<file path="src/rtl/fifo_pkg.sv">
// Shared async-FIFO definitions used by both the write and read pointer
// handlers: the default address width, depth derivation, Gray/binary
// conversion helpers and the "full" comparison that inverts the two MSBs of
// the far-side Gray pointer.
package fifo_pkg;

  localparam int unsigned ADDRSIZE_DEF = 6;

  // Helpers work on a wide word so any pointer width up to 32 bits can be
  // zero-extended in and truncated back out by the caller.
  localparam int unsigned FN_W = 32;
  typedef logic [FN_W-1:0] word_t;

  // Registered write-side flags kept together so reset and update stay tidy.
  typedef struct packed {
    logic full;
    logic almost_full;
    logic overflow;
  } wr_flags_t;

  function automatic int unsigned depth_of(input int unsigned addrsize);
    return 32'd1 << addrsize;
  endfunction

  function automatic word_t bin2gray(input word_t bin);
    return bin ^ (bin >> 1);
  endfunction

  function automatic word_t gray2bin(input word_t gray);
    word_t bin;
    bin[FN_W-1] = gray[FN_W-1];
    for (int i = FN_W - 2; i >= 0; i--) begin
      bin[i] = bin[i+1] ^ gray[i];
    end
    return bin;
  endfunction

  // Full when our next Gray pointer equals the synchronised read pointer
  // with its two MSBs inverted (one full lap ahead). ptr_w is the real
  // pointer width, ADDRSIZE+1.
  function automatic logic full_match(input word_t gray_next,
                                      input word_t rptr_gray,
                                      input int unsigned ptr_w);
    return gray_next == (rptr_gray ^ (word_t'(3) << (ptr_w - 2)));
  endfunction

endpackage

</file>
<file path="src/rtl/gray2bin_conv.sv">
// Combinational Gray-to-binary converter (XOR prefix from the MSB down).
// Ports:
//   gray_i  W-bit Gray code input
//   bin_o   W-bit binary equivalent
module gray2bin_conv #(
  parameter int unsigned W = 7
) (
  input  logic [W-1:0] gray_i,
  output logic [W-1:0] bin_o
);

  // Each binary bit is the parity of all Gray bits at or above it.
  for (genvar i = 0; i < W; i++) begin : g_bit
    assign bin_o[i] = ^gray_i[W-1:i];
  end

endmodule

</file>
<file path="src/rtl/write_handler.sv">
// Write-domain pointer and flag logic of the async FIFO, clocked by wr_clk.
// Advances the binary/Gray write pointers on accepted writes, publishes the
// Gray pointer to the read-domain synchroniser and derives full, almost-full,
// fill level and a sticky overflow flag from the synchronised read pointer.
// Ports:
//   wr_clk, wr_rst    clock, asynchronous active-low reset
//   wr_en             producer write request
//   wq2_rptr          Gray read pointer, already synchronised into wr_clk
//   wr_ovf_clr        clears the sticky overflow flag
//   wr_accept         write accepted this cycle (memory write enable)
//   wr_addr           binary write pointer (memory uses the low ADDRSIZE bits)
//   wr_ptr            Gray write pointer for the read domain
//   wr_full           full flag
//   wr_almost_full    free entries <= AF_MARGIN
//   wr_level          fill level 0..DEPTH, pessimistic
//   wr_overflow       sticky: a write was attempted while full
module write_handler
  import fifo_pkg::*;
#(
  parameter int unsigned ADDRSIZE  = ADDRSIZE_DEF,
  parameter int unsigned AF_MARGIN = 4
) (
  input  logic              wr_clk,
  input  logic              wr_rst,
  input  logic              wr_en,
  input  logic [ADDRSIZE:0] wq2_rptr,
  input  logic              wr_ovf_clr,
  output logic              wr_accept,
  output logic [ADDRSIZE:0] wr_addr,
  output logic [ADDRSIZE:0] wr_ptr,
  output logic              wr_full,
  output logic              wr_almost_full,
  output logic [ADDRSIZE:0] wr_level,
  output logic              wr_overflow
);

  localparam int unsigned PTRW  = ADDRSIZE + 1;
  localparam int unsigned DEPTH = depth_of(ADDRSIZE);
  localparam logic [ADDRSIZE:0] AF_THRESH = PTRW'(DEPTH - AF_MARGIN);

  logic [ADDRSIZE:0] wr_addr_q, wr_addr_d;
  logic [ADDRSIZE:0] wr_ptr_q, wr_ptr_d;
  logic [ADDRSIZE:0] wr_level_q, wr_level_d;
  wr_flags_t         flags_q, flags_d;
  logic [ADDRSIZE:0] rbin;

  gray2bin_conv #(.W(PTRW)) u_rptr_conv (
    .gray_i (wq2_rptr),
    .bin_o  (rbin)
  );

  // Only the registered full flag gates acceptance, so a read that frees
  // space this very cycle is not seen until the next one.
  assign wr_accept = wr_en & ~flags_q.full;

  // NOTE: every always_comb output gets a value on every path (here
  // unconditionally) so no latch is inferred.
  always_comb begin
    wr_addr_d  = wr_addr_q + {{ADDRSIZE{1'b0}}, wr_accept};
    wr_ptr_d   = PTRW'(bin2gray(word_t'(wr_addr_d)));
    // Modulo subtraction of the stale read pointer: level can only
    // over-report, never under-report.
    wr_level_d = wr_addr_d - rbin;
    flags_d.full        = full_match(word_t'(wr_ptr_d), word_t'(wq2_rptr), PTRW);
    flags_d.almost_full = (wr_level_d >= AF_THRESH);
    // A fresh overflow beats a simultaneous clear.
    flags_d.overflow    = (wr_en & flags_q.full) | (flags_q.overflow & ~wr_ovf_clr);
  end

  // NOTE: state registers use non-blocking assignments so all flops sample
  // the same pre-edge values.
  always_ff @(posedge wr_clk or negedge wr_rst) begin
    if (!wr_rst) begin
      wr_addr_q  <= '0;
      wr_ptr_q   <= '0;
      wr_level_q <= '0;
      flags_q    <= '0;
    end else begin
      wr_addr_q  <= wr_addr_d;
      wr_ptr_q   <= wr_ptr_d;
      wr_level_q <= wr_level_d;
      flags_q    <= flags_d;
    end
  end

  assign wr_addr        = wr_addr_q;
  assign wr_ptr         = wr_ptr_q;
  assign wr_level       = wr_level_q;
  assign wr_full        = flags_q.full;
  assign wr_almost_full = flags_q.almost_full;
  assign wr_overflow    = flags_q.overflow;

endmodule

</file>
<file path="config.mk">
export PLATFORM = sky130hd
export DESIGN_NAME = write_handler
export DESIGN_NICKNAME = d
export VERILOG_FILES = /design/src/rtl/fifo_pkg.sv /design/src/rtl/gray2bin_conv.sv /design/src/rtl/write_handler.sv
export SDC_FILE = /design/constraint.sdc
export NUM_CORES = 1
export LEC_CHECK = 0
export ABC_AREA = 1
export CORE_ASPECT_RATIO = 0.75
export CORE_MARGIN = 2
export CORE_UTILIZATION = 50
export CTS_BUF_LIST = sky130_fd_sc_hd__clkbuf_4 sky130_fd_sc_hd__clkbuf_8 sky130_fd_sc_hd__clkbuf_16
export DETAILED_ROUTE_END_ITERATION = 10
export PLACE_DENSITY_LB_ADDON = 0.15
export SLEW_MARGIN = 20
export SYNTH_ARGS = -nofsm -noshare
export SYNTH_HDL_FRONTEND = slang
export SYNTH_SLANG_ARGS = --single-unit
</file>
<file path="constraint.sdc">
create_clock -name wr_clk -period 2.9 [get_ports wr_clk]
set_input_delay 0.435 -clock wr_clk [delete_from_list [all_inputs] [get_ports wr_clk]]
set_output_delay 0.435 -clock wr_clk [all_outputs]
set_load 0.02 [all_outputs]
</file>
Word-level counts from Yosys, hierarchy flattened. Cells that the tools add are included.

Add/sub/neg operators: 2. $lt $le $gt $ge: 1. Equal/unequal tests: 1. Bitwise logic cells: 8. Reduce and logical (&&, ||, !) cells: 6.

Operator list (count): 7-bit by 1-bit adder with 7-bit output (1); 7-bit == test (1); 7-bit by 6-bit >= comparator with 1-bit output, second input constant (1); 7-bit XOR reduction (1); 7-bit subtractor (1); 7-bit by 6-bit XOR with 7-bit output (1); 6-bit XOR reduction (1); 5-bit XOR reduction (1); 4-bit XOR reduction (1); 1-bit AND (3); 3-bit XOR reduction (1); 1-bit NOT (2); 2-bit NOT (1); 2-bit XOR reduction (1); 1-bit OR (1).

Register bits after elaboration: 24. Word-level logic and storage cells: 24.

Logic depth before layout (Yosys ltp). Gate-level depths: netlist of the first run.

Depth after elaboration: 5. Gate-level depth with buffers: 19. Gate-level depth less buffers: 19.

Modules after synthesis. From an unflattened synthesis of the first run, not the netlist that was laid out.

Cell total of the unflattened synthesis: 227. Area total of the unflattened synthesis: 1625.3 um^2.

By module, submodules not included: write_handler (times used 1, cells each 166, area each 1370.1 um^2); gray2bin_conv (times used 1, cells each 61, area each 255.2 um^2).

Least setup slack after synthesis of the first run. Ideal clock, no wire load.

Path kind: reg-to-reg. Start: register flags_q, in the netlist wr_full. End: register flags_q, in the netlist wr_almost_full. Setup time: 117 ps. Arrival time: 2464 ps. Setup slack: 319 ps. Cell stages (with the launch flop): 16. Buffers on the path: 0. Period minus slack after synthesis: 2581 ps. Cell sequence: dfrtp_1 nor2_1 ha_1 nand2_4 nor2_8 nand2_2 nand2_4 inv_1 ha_1 inv_1 nor2_4 nand3_1 nand2_1 nand2_1 nand2_1 nand2_1.

RTL lines: from (decl) (RTL line write_handler.sv:44) `wr_flags_t flags_q, flags_d;`; from (signal assigned) (RTL line write_handler.sv:82) `flags_q <= flags_d;`.

==> results of run 1 <==
==> state kept, by name (all words and copies together), names as in the netlist <==
signal          flops
wr_addr             7
wr_level            7
wr_ptr              6
wr_almost_full      1
wr_full             1
wr_overflow         1
==> cells by family (layout without fill, tap and decap cells) <==
kind of cell	Yosys count	in the layout
xor gates and xnor gates	16	16
buffers and inverters	36	88
AOI/OAI and AO/OA	7	7
adders and majority gates	7	7
DFF	23	23
and+or+nand+nor	91	91
==> what timing repair did <==
item,CTS,global route
endpoints found under the setup margin,0,4
setup buffers,0,1
hold buffers,0,0
gates resized for setup,0,11
==> per-layer routing <==
metal | track usage (%) | wire length [µm] | share of wire (%) | up-vias
met5 | 0 | 0 | 0 | -
met4 | 4.00 | 10 | 0.32 | 0
met3 | 5.19 | 120 | 3.8 | 3
met2 | 37.9 | 1590 | 51 | 30
met1 | 23.8 | 1400 | 45 | 598
li1 | - | - | - | 648
==> report_power, final <==
group	switching [mW]	internal (mW)	leakage [nW]	total, mW
Clock	0.103	0.0960	0.0255	0.199
Sequential	0.0939	0.485	0.271	0.579
Combinational	0.967	0.752	0.824	1.72
Total	1.16	1.33	1.12	2.50
==> worst paths after layout <==
| check | startpoint | endpoint | slack, ns | depth (start not counted) |
|---|---|---|---|---|
| min in group wr_clk | wr_overflow | wr_overflow | 0.55 | 2 |
| hold reg to reg | wr_overflow | wr_overflow | 0.55 | 2 |
| setup reg to reg | wr_full | wr_almost_full | 0.53 | 15 |
| hold / removal | wr_rst | wr_ptr[5] | 0.52 | 2 |
| setup / recovery | wq2_rptr[2] | wr_almost_full | 0.22 | 16 |
| max in group asynchronous | wr_rst | wr_addr[2] | 2.15 | 2 |
==> cells in the final DEF (no fill, tap or decap), types with 5 or more instances in the layout <==
cell type / synthesis / final
inv_1: 34 / 32
nor2_1: 7 / 6
dfrtp_1: 23 / 23
nand2_1: 46 / 43
nand3_1: 18 / 18
nand2_2: 5 / 8
xor2_1: 11 / 10
clkdlybuf4s50_1: 0 / 32
ha_1: 6 / 5
buf_4: 1 / 14
nand2_4: 6 / 6
==> worst max-delay path, delay by kind of cell <==
kind / cells / cell delay (ns)
simple gates: 9 / 0.74
buf+inv: 2 / 0.63
fa+ha+maj: 2 / 0.59
xor+xnor: 3 / 0.46
==> cell type report <==
class	count	share of cell area, %
clock buffers	3	1.96
clock inverters	1	0.238
inverters	35	6.24
multi-input cells	121	40.0
flip-flops and latches	23	27.3
well taps	38	2.26
repair buffers	49	22.0
==> impl_metrics.py, run 1 <==
metrics = {
    "floorplan": {
        "ios": 36,
        "row_count": 17,
        "core-area_mm2": 0.00294,
        "initial_core_util_pct": 52.3,
        "die_area_mm2": 0.00354,
        "die_h_um": 52.0,
        "die_w_um": 68.0,
    },
    "detailed_routing": {
        "wirelength_mm": 3.13,
        "detail_route.vias_per_cell": 4.74,
        "drc": 0,
        "antenna_left": 0,
        "drt_iter0_markers": 48,
        "route.vias.total": 1279,
        "first_pass_iters": 4,
        "wl_per_cell_um": 11.6,
    },
    "sta": {
        "holdWs_ns": 0.516,
        "finalWorstSetupSlack_ns": 0.216,
        "rsz0062_at_grt": "false",
        "clock_skew_ns": 0.00624,
        "setup_violations": 0,
        "tns_ns": 0,
        "period_minus_slack_ns": 2.68,
        "period_share_pct": 92.6,
        "tightestPinTransition_ns": 0.283,
        "fmax_mhz": 373,
        "slew_headroom_pct": 80.9,
        "finalMaxSlewViolations": 0,
        "finalHoldViolations": 0,
    },
    "worst_setup_path": {
        "max_stage_delay_ns": 0.55,
        "cp_slowest_cell": "clkdlybuf4s50_1",
        "cp_common_cell": "nand2_1",
        "path_cells": "clkdlybuf4s50_1, xor2_1, nand3_1, nand2_2, xor2_2, xor2_1, ha_1, fa_1, inv_2, nand2_1, nor2_1, nand2_1, nand3_1, nand2_1, nand3_1, nand2_1",
        "worstPathMaxFanout": 3,
        "startpoint_type": "input pin",
        "cp.arrival_ns": 2.84,
        "crit_type": "in2reg",
        "end_kind": "register",
        "cp.required_ns": 3.06,
    },
    "synthesis": {
        "synth_ff_type": "dfrtp_1",
        "synth_edf_count": 0,
        "synthMuxAreaShare_pct": 0,
        "synthAdderAreaFrac_pct": 6.19,
        "async_flop_share_pct": 100,
        "yosysMostFrequentCell": "nand2_1",
        "synth_top_family_by_area": "simple AND/OR/NAND/NOR gates",
        "synth_top_area_share_pct": 37.5,
        "synth_compound_area_share_pct": 3.58,
        "synth_xor_area_share_pct": 12.5,
        "synth_area_leaders": "dfrtp_1 37%, nand2_1 11%, inv_1 8.3%",
        "yosys.area_share.simple_pct": 31.2,
        "yosysSeqAreaShare_pct": 37.5,
        "synth_cell_types": 29,
        "syn_inst": 180,
        "syn_area_mm2": 0.00154,
        "yosys_warnings": 0,
        "yosys.area.top_type": "dfrtp_1",
        "synthesis.nets": 198,
        "synth_common_cells": "46 x nand2_1, 34 x inv_1, 23 x dfrtp_1",
        "ys_seq_elements": 23,
        "syn_area_per_cell_um2": 8.54,
    },
    "grt": {
        "track_usage_pct": 20.5,
        "grt-ovfl-total": 0,
        "grt_pass1_vias": 1266,
        "grt_max_degree": 24,
        "grt_pass1_wl_mm": 5.29,
        "antenna_found_initial": 0,
    },
    "final_layout": {
        "diodes": 0,
        "seqCellArea_um2": 576,
        "final_util_pct": 71.7,
        "stdcell_count": 270,
        "layout-drive-gt1-share_pct": 21.1,
        "fill_cells": 228,
        "multi_input_area_um2": 842,
        "syn_to_final_growth_pct": 37.1,
        "layout.nets": 251,
        "fin_area_mm2": 0.00211,
    },
    "clocking": {
        "cts.sinks": 23,
        "cts_made_buffers": 3,
        "clk_latency_ns": 0.27,
        "path_clk_slew_ns": 0.08,
        "cts_max_level": 1,
        "clockBufferDepth": 2,
        "root_buffer": "clkbuf_8",
        "cts_tree": "done",
    },
    "power": {
        "power_leakage_nw": 1.12,
        "vdd_drop_max_mv": 0.599,
        "finalPower_mw": 2.50,
        "power_density_mw_per_mm2": 1190,
    },
    "placed_design": {
        "place_hpwl_mm": 2.60,
        "placed_area_mm2": 0.00202,
        "dp.cells": 265,
        "port_buffers": 35,
        "pre_cts_slack_ns": -0.222,
        "gp_congestion": 0.845,
    },
    "worst_hold_path": {
        "hold_class": "in2async",
    },
    "job": {
        "drv_cap": 0,
    },
    "run_status": {
        "status": "complete, no violations",
    },
}
(Power assumes the default switching activity.)
==> run 2: changes to the inputs <==
ABC_CLOCK_PERIOD_IN_PS = 2900   (was default)
SKIP_LAST_GASP = 1   (was default)
==> results of run 2 <==
The final DEF is identical to that of run 1; final timing and power are the same.
